File: src/rtl/dft_arb_pkg.sv
// Shared encodings and widths for the DFT capture-port commit arbiter.
package dft_arb_pkg;

    localparam int WORD_W = 32;
    localparam int CNT_W  = 16;

    typedef enum logic [1:0] {
        IDLE  = 2'd0,
        WRITE = 2'd1,
        ACK   = 2'd2
    } arb_state_t;

endpackage

File: src/rtl/dft_rr_pick.sv
// Round-robin pick: first set request at or above ptr, wrapping past the top chain.
module dft_rr_pick #(
    parameter int p_sc_nbr = 16,
    parameter int p_idx_w  = 4
) (
    input  logic [p_sc_nbr-1:0] req,
    input  logic [p_idx_w-1:0]  ptr,
    output logic                gnt_valid,
    output logic [p_idx_w-1:0]  gnt_idx
);

    localparam int               L_POS_W = $clog2(2 * p_sc_nbr);
    localparam logic [p_idx_w:0] L_N     = (p_idx_w + 1)'(p_sc_nbr);

    logic [2*p_sc_nbr-1:0] w_dbl;
    logic [p_sc_nbr-1:0]   w_rot;
    logic [L_POS_W-1:0]    w_pos;
    logic [p_idx_w-1:0]    w_off;
    logic [p_idx_w:0]      w_sum;

    // Doubling the request vector turns the wrap-around search into a plain shift.
    assign w_dbl = {req, req};

    always_comb begin
        // NOTE: every combinational output gets a default before the loop so no latch is inferred.
        w_rot = '0;
        w_pos = '0;
        for (int i = 0; i < p_sc_nbr; i++) begin
            w_pos    = L_POS_W'(ptr) + L_POS_W'(i);
            w_rot[i] = w_dbl[w_pos];
        end
    end

    always_comb begin
        gnt_valid = 1'b0;
        w_off     = '0;
        for (int i = p_sc_nbr - 1; i >= 0; i--) begin
            if (w_rot[i]) begin
                gnt_valid = 1'b1;
                w_off     = p_idx_w'(i);
            end
        end
    end

    always_comb begin
        w_sum   = {1'b0, ptr} + {1'b0, w_off};
        gnt_idx = (w_sum >= L_N) ? p_idx_w'(w_sum - L_N) : w_sum[p_idx_w-1:0];
    end

endmodule

File: src/rtl/dft_commit_arbiter.sv
// Arbitrates scan-chain commits onto the single register-file capture write port,
// with per-chain acknowledge, sticky done bits and a completed-write counter.
module dft_commit_arbiter
    import dft_arb_pkg::*;
#(
    parameter int p_sc_nbr = 16,
    parameter int p_idx_w  = 4
) (
    input  logic                         clk,
    input  logic                         reset,
    input  logic                         en,
    input  logic [p_sc_nbr-1:0]          dft_op_commit,
    input  logic [WORD_W*p_sc_nbr-1:0]   dft_output_data,
    output logic [p_sc_nbr-1:0]          dft_commit_ack,
    output logic                         rf_wr_en,
    output logic [p_idx_w-1:0]           rf_wr_idx,
    output logic [WORD_W-1:0]            rf_wr_data,
    input  logic                         rf_wr_rdy,
    input  logic                         clr_done,
    output logic [p_sc_nbr-1:0]          done_mask,
    output logic [CNT_W-1:0]             commit_cnt,
    output logic                         busy
);

    localparam logic [p_idx_w-1:0] L_LAST = p_idx_w'(p_sc_nbr - 1);

    arb_state_t            r_state;
    logic [p_idx_w-1:0]    r_ptr;
    logic [p_sc_nbr-1:0]   r_ack;
    logic                  r_wr_en;
    logic [p_idx_w-1:0]    r_wr_idx;
    logic [WORD_W-1:0]     r_wr_data;
    logic [p_sc_nbr-1:0]   r_done;
    logic [CNT_W-1:0]      r_cnt;
    logic                  r_busy;

    logic                  w_gnt_valid;
    logic [p_idx_w-1:0]    w_gnt_idx;
    logic [WORD_W-1:0]     w_gnt_data;
    logic [p_sc_nbr-1:0]   w_idx_hot;
    logic                  w_req_cur;
    logic                  w_xfer;
    logic [p_idx_w-1:0]    w_ptr_next;
    logic [p_sc_nbr-1:0]   w_done_next;

    dft_rr_pick #(
        .p_sc_nbr (p_sc_nbr),
        .p_idx_w  (p_idx_w)
    ) u_pick (
        .req       (dft_op_commit),
        .ptr       (r_ptr),
        .gnt_valid (w_gnt_valid),
        .gnt_idx   (w_gnt_idx)
    );

    always_comb begin
        w_gnt_data = '0;
        w_idx_hot  = '0;
        for (int i = 0; i < p_sc_nbr; i++) begin
            if (w_gnt_idx == p_idx_w'(i)) begin
                w_gnt_data = dft_output_data[i*WORD_W +: WORD_W];
            end
            w_idx_hot[i] = (r_wr_idx == p_idx_w'(i));
        end
    end

    assign w_req_cur  = |(dft_op_commit & w_idx_hot);
    assign w_xfer     = (r_state == WRITE) && rf_wr_rdy;
    assign w_ptr_next = (r_wr_idx == L_LAST) ? '0 : r_wr_idx + p_idx_w'(1);

    // A set on the clearing edge survives for the chain being written.
    assign w_done_next = (clr_done ? '0 : r_done) | (w_xfer ? w_idx_hot : '0);

    // NOTE: all state uses non-blocking assignments so every register samples pre-edge values.
    always_ff @(posedge clk or negedge reset) begin
        if (!reset) begin
            r_state   <= IDLE;
            r_ptr     <= '0;
            r_ack     <= '0;
            r_wr_en   <= 1'b0;
            r_wr_idx  <= '0;
            r_wr_data <= '0;
            r_done    <= '0;
            r_cnt     <= '0;
            r_busy    <= 1'b0;
        end else begin
            r_done <= w_done_next;
            case (r_state)
                IDLE: begin
                    if (en && w_gnt_valid) begin
                        r_wr_idx  <= w_gnt_idx;
                        r_wr_data <= w_gnt_data;
                        r_wr_en   <= 1'b1;
                        r_busy    <= 1'b1;
                        r_state   <= WRITE;
                    end
                end
                WRITE: begin
                    if (rf_wr_rdy) begin
                        r_wr_en <= 1'b0;
                        r_cnt   <= r_cnt + CNT_W'(1);
                        r_ack   <= w_idx_hot;
                        r_ptr   <= w_ptr_next;
                        r_state <= ACK;
                    end
                end
                ACK: begin
                    // Chain must see its ack before dropping the request; en is not consulted here.
                    if (!w_req_cur) begin
                        r_ack   <= '0;
                        r_busy  <= 1'b0;
                        r_state <= IDLE;
                    end
                end
                default: begin
                    r_ack   <= '0;
                    r_wr_en <= 1'b0;
                    r_busy  <= 1'b0;
                    r_state <= IDLE;
                end
            endcase
        end
    end

    assign dft_commit_ack = r_ack;
    assign rf_wr_en       = r_wr_en;
    assign rf_wr_idx      = r_wr_idx;
    assign rf_wr_data     = r_wr_data;
    assign done_mask      = r_done;
    assign commit_cnt     = r_cnt;
    assign busy           = r_busy;

endmodule

File: config.mk
export PLATFORM = sky130hd
export DESIGN_NAME = dft_commit_arbiter
export DESIGN_NICKNAME = d
export VERILOG_FILES = /design/src/rtl/dft_arb_pkg.sv /design/src/rtl/dft_rr_pick.sv /design/src/rtl/dft_commit_arbiter.sv
export SDC_FILE = /design/constraint.sdc
export NUM_CORES = 1
export LEC_CHECK = 0
export CAP_MARGIN = 10
export CORE_AREA = 5 5 240 242
export DETAILED_ROUTE_END_ITERATION = 8
export DIE_AREA = 0 0 245 247
export GPL_TIMING_DRIVEN = 0
export PLACE_DENSITY = 0.57
export SLEW_MARGIN = 20
export SYNTH_ARGS = -nofsm -noshare
export SYNTH_HDL_FRONTEND = slang
export SYNTH_SLANG_ARGS = --single-unit
File: constraint.sdc
create_clock -name clk -period 5.71 [get_ports clk]
set_input_delay 1.142 -clock clk [delete_from_list [all_inputs] [get_ports clk]]
set_output_delay 1.142 -clock clk [all_outputs]
set_load 0.02 [all_outputs]
==> impl_metrics.csv, run 1 <==
group,metric,value,unit
clock_tree,clock_sinks,92,
grt,grt_max_degree,77,
setup_path,crit_chain,"buf_6 > buf_6 > inv_1 > ha_4 > mux4_2 > mux4_2 > a21boi_0 > o21bai_1 > a21oi_1 > o31a_1 > o41ai_2 > ha_2 > inv_1 > fa_2 > buf_8 > nor2_2 > clkbuf_8 > a22oi_1 > nor2_1 > a2111oi_2 > a21oi_1 > mux2i_1 > o31ai_1",
route,drtAntennaViolNets,0,
setup_path,cp_num_buf_inv,6,
clock_tree,clock_latency,0.37,ns
sta,report.final.setup_viol,0,
grt,grt_pass1_wl,91500,µm
sta,period_share,0.968,
yosys,yosys_register_bits,92,
placement,port_buffers,618,
clock_tree,path_clk_slew,0.08,ns
sta,holdWs,0.470,ns
floorplanning,die_w,245,µm
sta,max_freq,181,MHz
setup_path,critPathKind,"reg2reg",
floorplanning,ioPinCount,619,
yosys,syn_area,9640,µm²
setup_path,critPathMaxFanout,10,
setup_path,critPathTopFamily,"compound AO/OA/AOI/OAI gates",
route,via_count,12000,
grt,overflow,0,
yosys,netlist-cell-type-count,52,
placement,gp_congestion,0.948,
sta,maxSlewHeadroom,0.347,
setup_path,crit_slowest_cell,"mux4_2",
route,drt_iter0_markers,891,
yosys,synth.cells.most_frequent,"nor2_1, mux2i_1, dfrtp_1",
clock_tree,root_buffer,"clkbuf_16",
yosys,synth_top_area_frac,0.239,
grt,grt_pass1_vias,12400,
grt,grt_usage,0.208,
cells_and_area,fin_util,0.331,
route,firstDrtPassIters,5,
route,routed_wl,66400,µm
clock_tree,clock_path_buffers,2,
setup_path,startpoint_type,"register",
floorplanning,die_height,247,µm
sta,fin_crit,5.53,ns
sta,fin_skew,0.0159,ns
status,status,"completed",
floorplanning,core,54900,µm²
sta,maxSlewViolCount,0,
setup_path,end_kind,"register",
placement,post-dp-hpwl,57200,µm
run,max_cap_violations,0,
floorplanning,initial_core_util,0.176,
grt,antenna_found_initial,19,
sta,tightest_slew,0.966,ns
route,routed_via_density,4.86,
yosys,synth.most_common_cell,"nor2_1",
yosys,syn_inst,1094,
setup_path,arrival,5.80,ns
route,wl_per_cell,26.9,µm
yosys,ys.warnings.count,0,
clock_tree,cts_hold_buf,0,
clock_tree,cts-buffers-inserted,9,
yosys,synth.area.top_cells,"dfrtp_1, mux4_2, mux2i_1, nor2_1, mux2_2",
worst_hold_path,min_path_type,"reg2reg",
sta,hold_viol,0,
placement,pre_cts_slack,-2.54,ns
yosys,yosysTopAreaCell,"dfrtp_1",
cells_and_area,area_growth,88.5,%
yosys,synth-edff-count,0,
route,drc_errors,0,
yosys,seq_area_frac_synth,0.239,
floorplanning,die-area,60500,µm²
yosys,synth_area_per_cell,8.81,µm²
floorplanning,core.rowCount,86,
clock_tree,h-tree-depth,3,
clock_tree,cts_tree,"yes",
yosys,synthFlopType,"dfrtp_1",
cells_and_area,drive_above_1_share,0.193,
setup_path,cp.required,5.99,ns
sta,fin_ws,0.184,ns
setup_path,critical-path-max-stage-delay,0.56,ns
yosys,async_flop_share,1.00,
yosys,synth_nets,1644,
cells_and_area,fin_nets,2295,
## cell families after synthesis
group,count (synthesis),synth area share
AOI/OAI and AO/OA,310,0.226
xor gates and xnor gates,30,0.0292
adders and majority gates,17,0.0228
buffers and inverters,161,0.0651
DFF,92,0.239
muxes,202,0.296
and+or+nand+nor,282,0.122
## placed cells by master, fill, tap and decap left out, types with 6 or more instances in the layout
cell	n
a21boi_0	33
o21ai_0	28
nor2_2	9
a22oi_2	9
mux2i_2	12
clkbuf_2	37
nor2_1	158
dfrtp_1	90
nand2_1	74
a2111oi_4	13
mux2_2	34
clkbuf_4	15
a211oi_1	32
buf_2	11
a41oi_1	33
and3_1	6
clkdlybuf4s50_1	601
clkbuf_1	20
mux2i_4	9
clkbuf_8	6
a21oi_1	55
buf_4	31
inv_1	60
diode_2	11
a21oi_2	15
mux4_2	63
buf_6	13
o31ai_1	30
a22oi_1	22
mux2i_1	84
xnor2_1	17
clkbuf_16	9
ha_1	13
xor2_1	9
nand3_1	6
a2111oi_2	13
## stage by stage
step	std cells	cell area, µm²	TNS (ns)
3_5_place_dp	2417	16700	-79.70
4_1_cts	2446	17600	0
6_report	2465	18200	0
3_3_place_gp	2416	16700	-85.97
5_1_grt	2463	18200	-0.211
2_1_floorplan	1094	9640	0
## routing by layer
metal  share of wire  track usage
met5          0.0011            0
met4           0.022       0.0507
met3           0.064       0.0410
met2            0.50        0.364
met1            0.41        0.265
## sequential cells by signal, summed over array words and instances (netlist names)
name            flops
rf_wr_data         32
commit_cnt         16
dft_commit_ack     16
done_mask          16
r_ptr               4
rf_wr_idx           4
r_state             2
busy                1
rf_wr_en            1
## path summary, 6_finish.rpt
| kind | start | to | slack (ns) | cells after the start |
|---|---|---|---|---|
| setup / recovery | r_ptr[0]$_DFFE_PN0P_ | rf_wr_data[7]$_DFFE_PN0P_ | 0.18 | 23 |
| hold / removal | commit_cnt[15]$_DFFE_PN0P_ | commit_cnt[15]$_DFFE_PN0P_ | 0.47 | 1 |
| setup reg to reg | r_ptr[0]$_DFFE_PN0P_ | rf_wr_data[7]$_DFFE_PN0P_ | 0.18 | 23 |
| hold reg to reg | commit_cnt[15]$_DFFE_PN0P_ | commit_cnt[15]$_DFFE_PN0P_ | 0.47 | 1 |
| max in group asynchronous | reset | rf_wr_data[8]$_DFFE_PN0P_ | 4.44 | 2 |
| min in group asynchronous | reset | commit_cnt[8]$_DFFE_PN0P_ | 0.59 | 1 |
## area by class of cell
type | instances | area (µm²)
diodes | 11 | 27.5
plain buffers | 97 | 689
clock buffers | 10 | 229
clock inverters | 6 | 55.1
fillers | 5728 | 36700
inverters | 62 | 236
multi-input cells | 841 | 7440
flip-flops and latches | 92 | 2300
well taps | 704 | 881
repair buffers | 642 | 6320
## what timing repair did
action / in CTS / in global routing
cloned: 1 / 0
pin swaps: 9 / 26
hold endpoints to repair: 0 / 0
setup buffers: 14 / 8
endpoints found under the setup margin: 35 / 32
resized for setup: 177 / 206
Power of run 1 is not shown: default switching activity piles up to over one toggle a cycle in this logic, so the estimate is an artifact.
==> run 2: changes to the inputs <==
- CORE_AREA: 5 5 240 242 -> 2 2 243 245
- SKIP_LAST_GASP: not set -> 1
- SYNTH_HIERARCHICAL: not set -> 1
==> impl_metrics.csv, run 2 <==
group,metric,value,unit
yosys,synth.area.top_cells,"dfrtp_1, mux4_2, mux2i_1, a21oi_1, mux2_2",
floorplanning,die_w,245,µm
sta,tns,0,ns
sta,fin_skew,0.0182,ns
setup_path,cp.required,6.00,ns
route,firstDrtPassIters,5,
route,routed_via_density,5.10,
worst_hold_path,min_path_type,"reg2reg",
yosys,yosys_register_bits,92,
cells_and_area,area_growth,75.2,%
yosys,synth_area_per_cell,9.21,µm²
sta,hold_viol,0,
grt,grt_usage,0.229,
cells_and_area,drive_above_1_share,0.153,
floorplanning,initial_core_util,0.180,
sta,report.final.setup_viol,0,
clock_tree,clock_sinks,92,
setup_path,crit_slowest_cell,"o311ai_0",
sta,holdWs,0.474,ns
status,status,"completed",
yosys,synth_top_area_frac,0.220,
setup_path,reg2reg_slack,0.25,ns
grt,antenna_found_initial,9,
yosys,synthFlopType,"dfrtp_1",
sta,maxSlewHeadroom,0.384,
yosys,syn_inst,1138,
yosys,syn_area,10500,µm²
placement,port_buffers,617,
yosys,ys.warnings.count,6,
floorplanning,die_height,247,µm
sta,maxSlewViolCount,0,
grt,grt_max_degree,56,
yosys,synth_nets,1688,
setup_path,r2r-start,"r_ptr[0]$_DFFE_PN0P_",
worst_hold_path,hp-start,"commit_cnt[15]$_DFFE_PN0P_",
setup_path,critPathMaxFanout,10,
cells_and_area,mostFrequentLayoutCells,"clkdlybuf4s50_1, a21oi_1, dfrtp_1",
setup_path,end_kind,"register",
setup_path,crit_top_cell,"mux4_2",
clock_tree,clock_path_buffers,2,
setup_path,crit_chain,"dlygate4sd2_1 > mux4_2 > mux4_2 > or4_1 > o221ai_2 > a21oi_2 > fa_2 > buf_6 > buf_8 > buf_12 > mux2i_1 > nor3_1 > o311ai_0 > a2111o_1 > nand3_1",
placement,gp_congestion,0.912,
yosys,synth-edff-count,0,
clock_tree,cts-buffers-inserted,9,
clock_tree,cts_tree,"yes",
floorplanning,core.rowCount,89,
setup_path,critical-path-max-stage-delay,0.63,ns
yosys,synth.cells.most_frequent,"a21oi_1, dfrtp_1, mux2i_1",
grt,grt_pass1_wl,98200,µm
clock_tree,clock_latency,0.41,ns
sta,period_share,0.971,
clock_tree,path_clk_slew,0.10,ns
clock_tree,root_buffer,"clkbuf_16",
cells_and_area,fin_nets,2324,
yosys,yosysTopAreaCell,"dfrtp_1",
route,routed_wl,71900,µm
cells_and_area,largest_reg_flops,32,
setup_path,startpoint_type,"input port",
run,max_cap_violations,0,
grt,overflow,0,
route,drc_errors,0,
yosys,seq_area_frac_synth,0.220,
yosys,async_flop_share,1.00,
floorplanning,ioPinCount,619,
clock_tree,cts_hold_buf,0,
setup_path,crit_start,"dft_op_commit[8]",
route,via_count,13000,
floorplanning,die-area,60500,µm²
sta,max_freq,180,MHz
setup_path,critPathKind,"in2reg",
route,drtAntennaViolNets,0,
cells_and_area,fillers,6105,
grt,grt_pass1_vias,13100,
cells_and_area,final_common_cell,"clkdlybuf4s50_1",
route,drt_iter0_markers,964,
yosys,synth.most_common_cell,"a21oi_1",
clock_tree,h-tree-depth,3,
sta,fin_crit,5.54,ns
yosys,netlist-cell-type-count,84,
route,wl_per_cell,28.2,µm
sta,tightest_slew,0.925,ns
placement,post-dp-hpwl,59700,µm
floorplanning,core,58200,µm²
setup_path,arrival,5.83,ns
## run 2: stage by stage
step | utilization | std cells | area (µm²) | setup slack [ns]
floorplan | - | 1138 | 10500 | 0.466
global placement | 0.303 | 2528 | 17600 | -1.31
detailed placement | 0.303 | 2529 | 17600 | -1.30
CTS | 0.313 | 2549 | 18200 | -0.0477
global route | 0.315 | 2553 | 18400 | -0.00918
finish | 0.315 | 2554 | 18400 | 0.165
## run 2: cell families after synthesis
group | count (synthesis) | share of synthesized area
AO/OA/AOI/OAI | 433 | 0.293
flip-flops | 92 | 0.220
XOR/XNOR | 28 | 0.0234
multiplexers | 182 | 0.251
AND/OR/NAND/NOR | 245 | 0.116
adder cells (fa/ha/maj) | 17 | 0.0210
buffers and inverters | 141 | 0.0764
## run 2: worst max-delay path, delay by kind of cell
kind	cells	cell delay, ns
and+or+nand+nor	3	0.71
muxes	3	1.35
AOI/OAI and AO/OA	4	1.18
adders and majority gates	1	0.61
buffers and inverters	4	0.82
## run 2: final timing paths
kind / cells after the start / end
setup / recovery: 15 / rf_wr_data[11]$_DFFE_PN0P_
hold reg to reg: 1 / commit_cnt[15]$_DFFE_PN0P_
min in group asynchronous: 1 / commit_cnt[12]$_DFFE_PN0P_
setup reg to reg: 19 / rf_wr_data[7]$_DFFE_PN0P_
hold / removal: 1 / commit_cnt[15]$_DFFE_PN0P_
max in group asynchronous: 2 / r_ptr[0]$_DFFE_PN0P_
## run 2: repair_timing
action	CTS	global route
setup endpoints to repair	36	33
buffers inserted	7	3
pin swaps	7	6
gates resized for setup	76	32
endpoints found under the hold margin	0	0
## run 2: final cells by class
type                            count  area, µm²  area share
Antenna cell                        2       5.00    0.000273
Buffer                            106        759      0.0414
Clock buffer                        9        225      0.0123
Clock inverter                      7       86.3     0.00470
Inverter                           32        128     0.00695
Multi-Input combinational cell    905       7570       0.412
Sequential cell                    92       2300       0.126
Tap cell                          773        967      0.0527
Timing Repair Buffer              628       6310       0.344
## run 2: layer usage
metal / share of wire / vias up / track usage
li1: - / 5748 / -
met2: 0.49 / 694 / 0.395
met3: 0.074 / 77 / 0.0484
met5: 0.00078 / - / 0
met4: 0.018 / 8 / 0.0518
met1: 0.42 / 6502 / 0.291
Power of run 2 is left out for the same reason.
==> run 3: changes to the inputs <==
- CORE_AREA: 2 2 243 245 -> 2 2 244 246
- DIE_AREA: 0 0 245 247 -> 0 0 246 248
- GPL_TIMING_DRIVEN: 0 -> 1
- PLACE_DENSITY: 0.57 -> 0.55
- SYNTH_HIERARCHICAL: 1 -> not set
==> impl_metrics.csv, run 3 (synthesis results as in run 1) <==
group,metric,value,unit
route,drc_errors,0,
placement,gp_congestion,0.939,
route,drt_iter0_markers,734,
setup_path,ff2ff_path_depth,24,
setup_path,worst_r2r_endpoint,"rf_wr_data[24]$_DFFE_PN0P_",
sta,report.final.setup_viol,0,
clock_tree,clock_sinks,92,
clock_tree,path_clk_slew,0.07,ns
floorplanning,ioPinCount,619,
placement,port_buffers,618,
floorplanning,die-area,61000,µm²
worst_hold_path,min_to,"commit_cnt[15]$_DFFE_PN0P_",
route,wl_per_cell,23.5,µm
cells_and_area,area_growth,98.9,%
cells_and_area,regArea,2300,µm²
setup_path,startpoint_type,"input port",
grt,grt_pass1_vias,12300,
setup_path,end_kind,"register",
clock_tree,root_buffer,"clkbuf_16",
cells_and_area,fin_nets,2370,
floorplanning,initial_core_util,0.165,
setup_path,r2r-start,"r_ptr[0]$_DFFE_PN0P_",
route,wl_met3,3730,µm
grt,antenna_found_initial,14,
route,firstDrtPassIters,5,
route,via_count,12000,
setup_path,crit_slowest_cell,"fa_4",
floorplanning,die_w,246,µm
sta,hold_viol,0,
setup_path,cp_num_buf_inv,9,
sta,maxSlewHeadroom,0.462,
worst_hold_path,hp-start,"commit_cnt[15]$_DFFE_PN0P_",
setup_path,critPathMaxFanout,8,
grt,grt_pass1_wl,85000,µm
clock_tree,cts-buffers-inserted,9,
setup_path,cp.required,5.95,ns
setup_path,critPathKind,"in2reg",
sta,period_share,0.973,
grt,overflow,0,
cells_and_area,mostFrequentLayoutCells,"clkdlybuf4s50_1, buf_4, nor2_1",
setup_path,crit_chain,"buf_2 > mux4_2 > mux4_2 > inv_2 > a21boi_2 > o21bai_1 > a21oi_1 > o31a_1 > o41ai_2 > buf_4 > ha_4 > inv_2 > fa_4 > buf_4 > buf_6 > nand2_4 > buf_12 > buf_8 > buf_4 > nor2_4 > a2111oi_4 > a21oi_2 > mux2i_2 > o31ai_2",
clock_tree,clock_path_buffers,2,
sta,maxSlewViolCount,0,
worst_hold_path,hold_depth,1,
floorplanning,core,58500,µm²
placement,post-dp-hpwl,51300,µm
floorplanning,core.rowCount,89,
setup_path,critical_path_depth,24,
status,status,"completed",
sta,tightest_slew,0.807,ns
cells_and_area,final_common_cell,"clkdlybuf4s50_1",
setup_path,reg2reg_slack,0.31,ns
grt,grt_usage,0.192,
clock_tree,clock_latency,0.36,ns
floorplanning,die_height,248,µm
route,met2WireLength,29900,µm
setup_path,crit_top_cell,"buf_4",
run,max_cap_violations,0,
clock_tree,cts_tree,"yes",
sta,rsz0062_at_grt,"true",
sta,fin_skew,0.00770,ns
route,drtAntennaViolNets,0,
route,routed_wl,61300,µm
cells_and_area,drive_above_1_share,0.228,
cells_and_area,largest_reg_flops,32,
clock_tree,h-tree-depth,3,
sta,fin_crit,5.55,ns
grt,grt_max_degree,54,
sta,max_freq,180,MHz
setup_path,arrival,5.79,ns
setup_path,critical-path-max-stage-delay,0.64,ns
cells_and_area,fillers,6166,
setup_path,critPathTopFamily,"compound AO/OA/AOI/OAI gates",
worst_hold_path,min_path_type,"reg2reg",
cells_and_area,multi_input_area,7390,µm²
route,top_layer,"met5",
route,routed_via_density,4.58,
cells_and_area,fin_util,0.328,
route,met1Wirelength,26200,µm
-- run 3: changes by cell type in the layout (fill, tap and decap cells not counted), moves of 19 or more --
cell | previous run | this run
a21boi_0 | 0 | 33
a21oi_1 | 91 | 57
a41oi_1 | 1 | 30
buf_12 | 2 | 22
buf_2 | 24 | 1
buf_4 | 37 | 160
inv_1 | 29 | 60
nand2_1 | 55 | 74
nor2_1 | 74 | 159
o211ai_1 | 20 | 1
o21ai_0 | 60 | 28
o22ai_1 | 57 | 0
o31ai_1 | 0 | 28
o32ai_1 | 22 | 0
-- run 3: area by class of cell --
type | count | area share
Inverter | 62 | 0.0121
Sequential cell | 92 | 0.120
Antenna cell | 12 | 0.00157
Tap cell | 773 | 0.0504
Clock buffer | 10 | 0.0125
Multi-Input combinational cell | 842 | 0.385
Timing Repair Buffer | 813 | 0.415
Clock inverter | 6 | 0.00359
-- run 3: layer usage --
metal | vias to the layer above | track usage
met5 | - | 0
met4 | 2 | 0.0686
met3 | 70 | 0.0358
met2 | 484 | 0.316
met1 | 5854 | 0.250
li1 | 5553 | -
-- run 3: how the worst max path moves through the flow --
stage | from | to | slack, ns
detailed placement | dft_op_commit[4] | rf_wr_data[0]$_DFFE_PN0P_ | -1.24
CTS | dft_op_commit[12] | rf_wr_data[0]$_DFFE_PN0P_ | 0.002
global placement | dft_op_commit[4] | rf_wr_data[0]$_DFFE_PN0P_ | -1.36
global route | dft_op_commit[4] | rf_wr_data[24]$_DFFE_PN0P_ | -0.08
finish | dft_op_commit[9] | rf_wr_data[24]$_DFFE_PN0P_ | 0.16
floorplan | r_ptr[0]$_DFFE_PN0P_ | rf_wr_data[20]$_DFFE_PN0P_ | 0.12
-- run 3: timing repair --
item	in CTS	in global routing
gates resized for setup	154	46
hold buffers	0	0
pin swaps	31	22
gates cloned	4	0
setup buffers	21	6
setup endpoints to repair	32	32
-- run 3: per-stage QoR --
stage                     hold WS, ns  setup TNS, ns  area, µm²  setup WS (ns)  cells
final                           0.473              0      19200          0.156   2610
after global routing            0.483         -0.196      19200        -0.0775   2608
after CTS                       0.477              0      19100        0.00184   2594
after detailed placement        0.464         -30.05      17900          -1.24   2554
after global placement          0.462         -32.14      17900          -1.36   2554
after floorplan                 0.465              0       9640          0.123   1094
Power of run 3 is left out for the same reason.
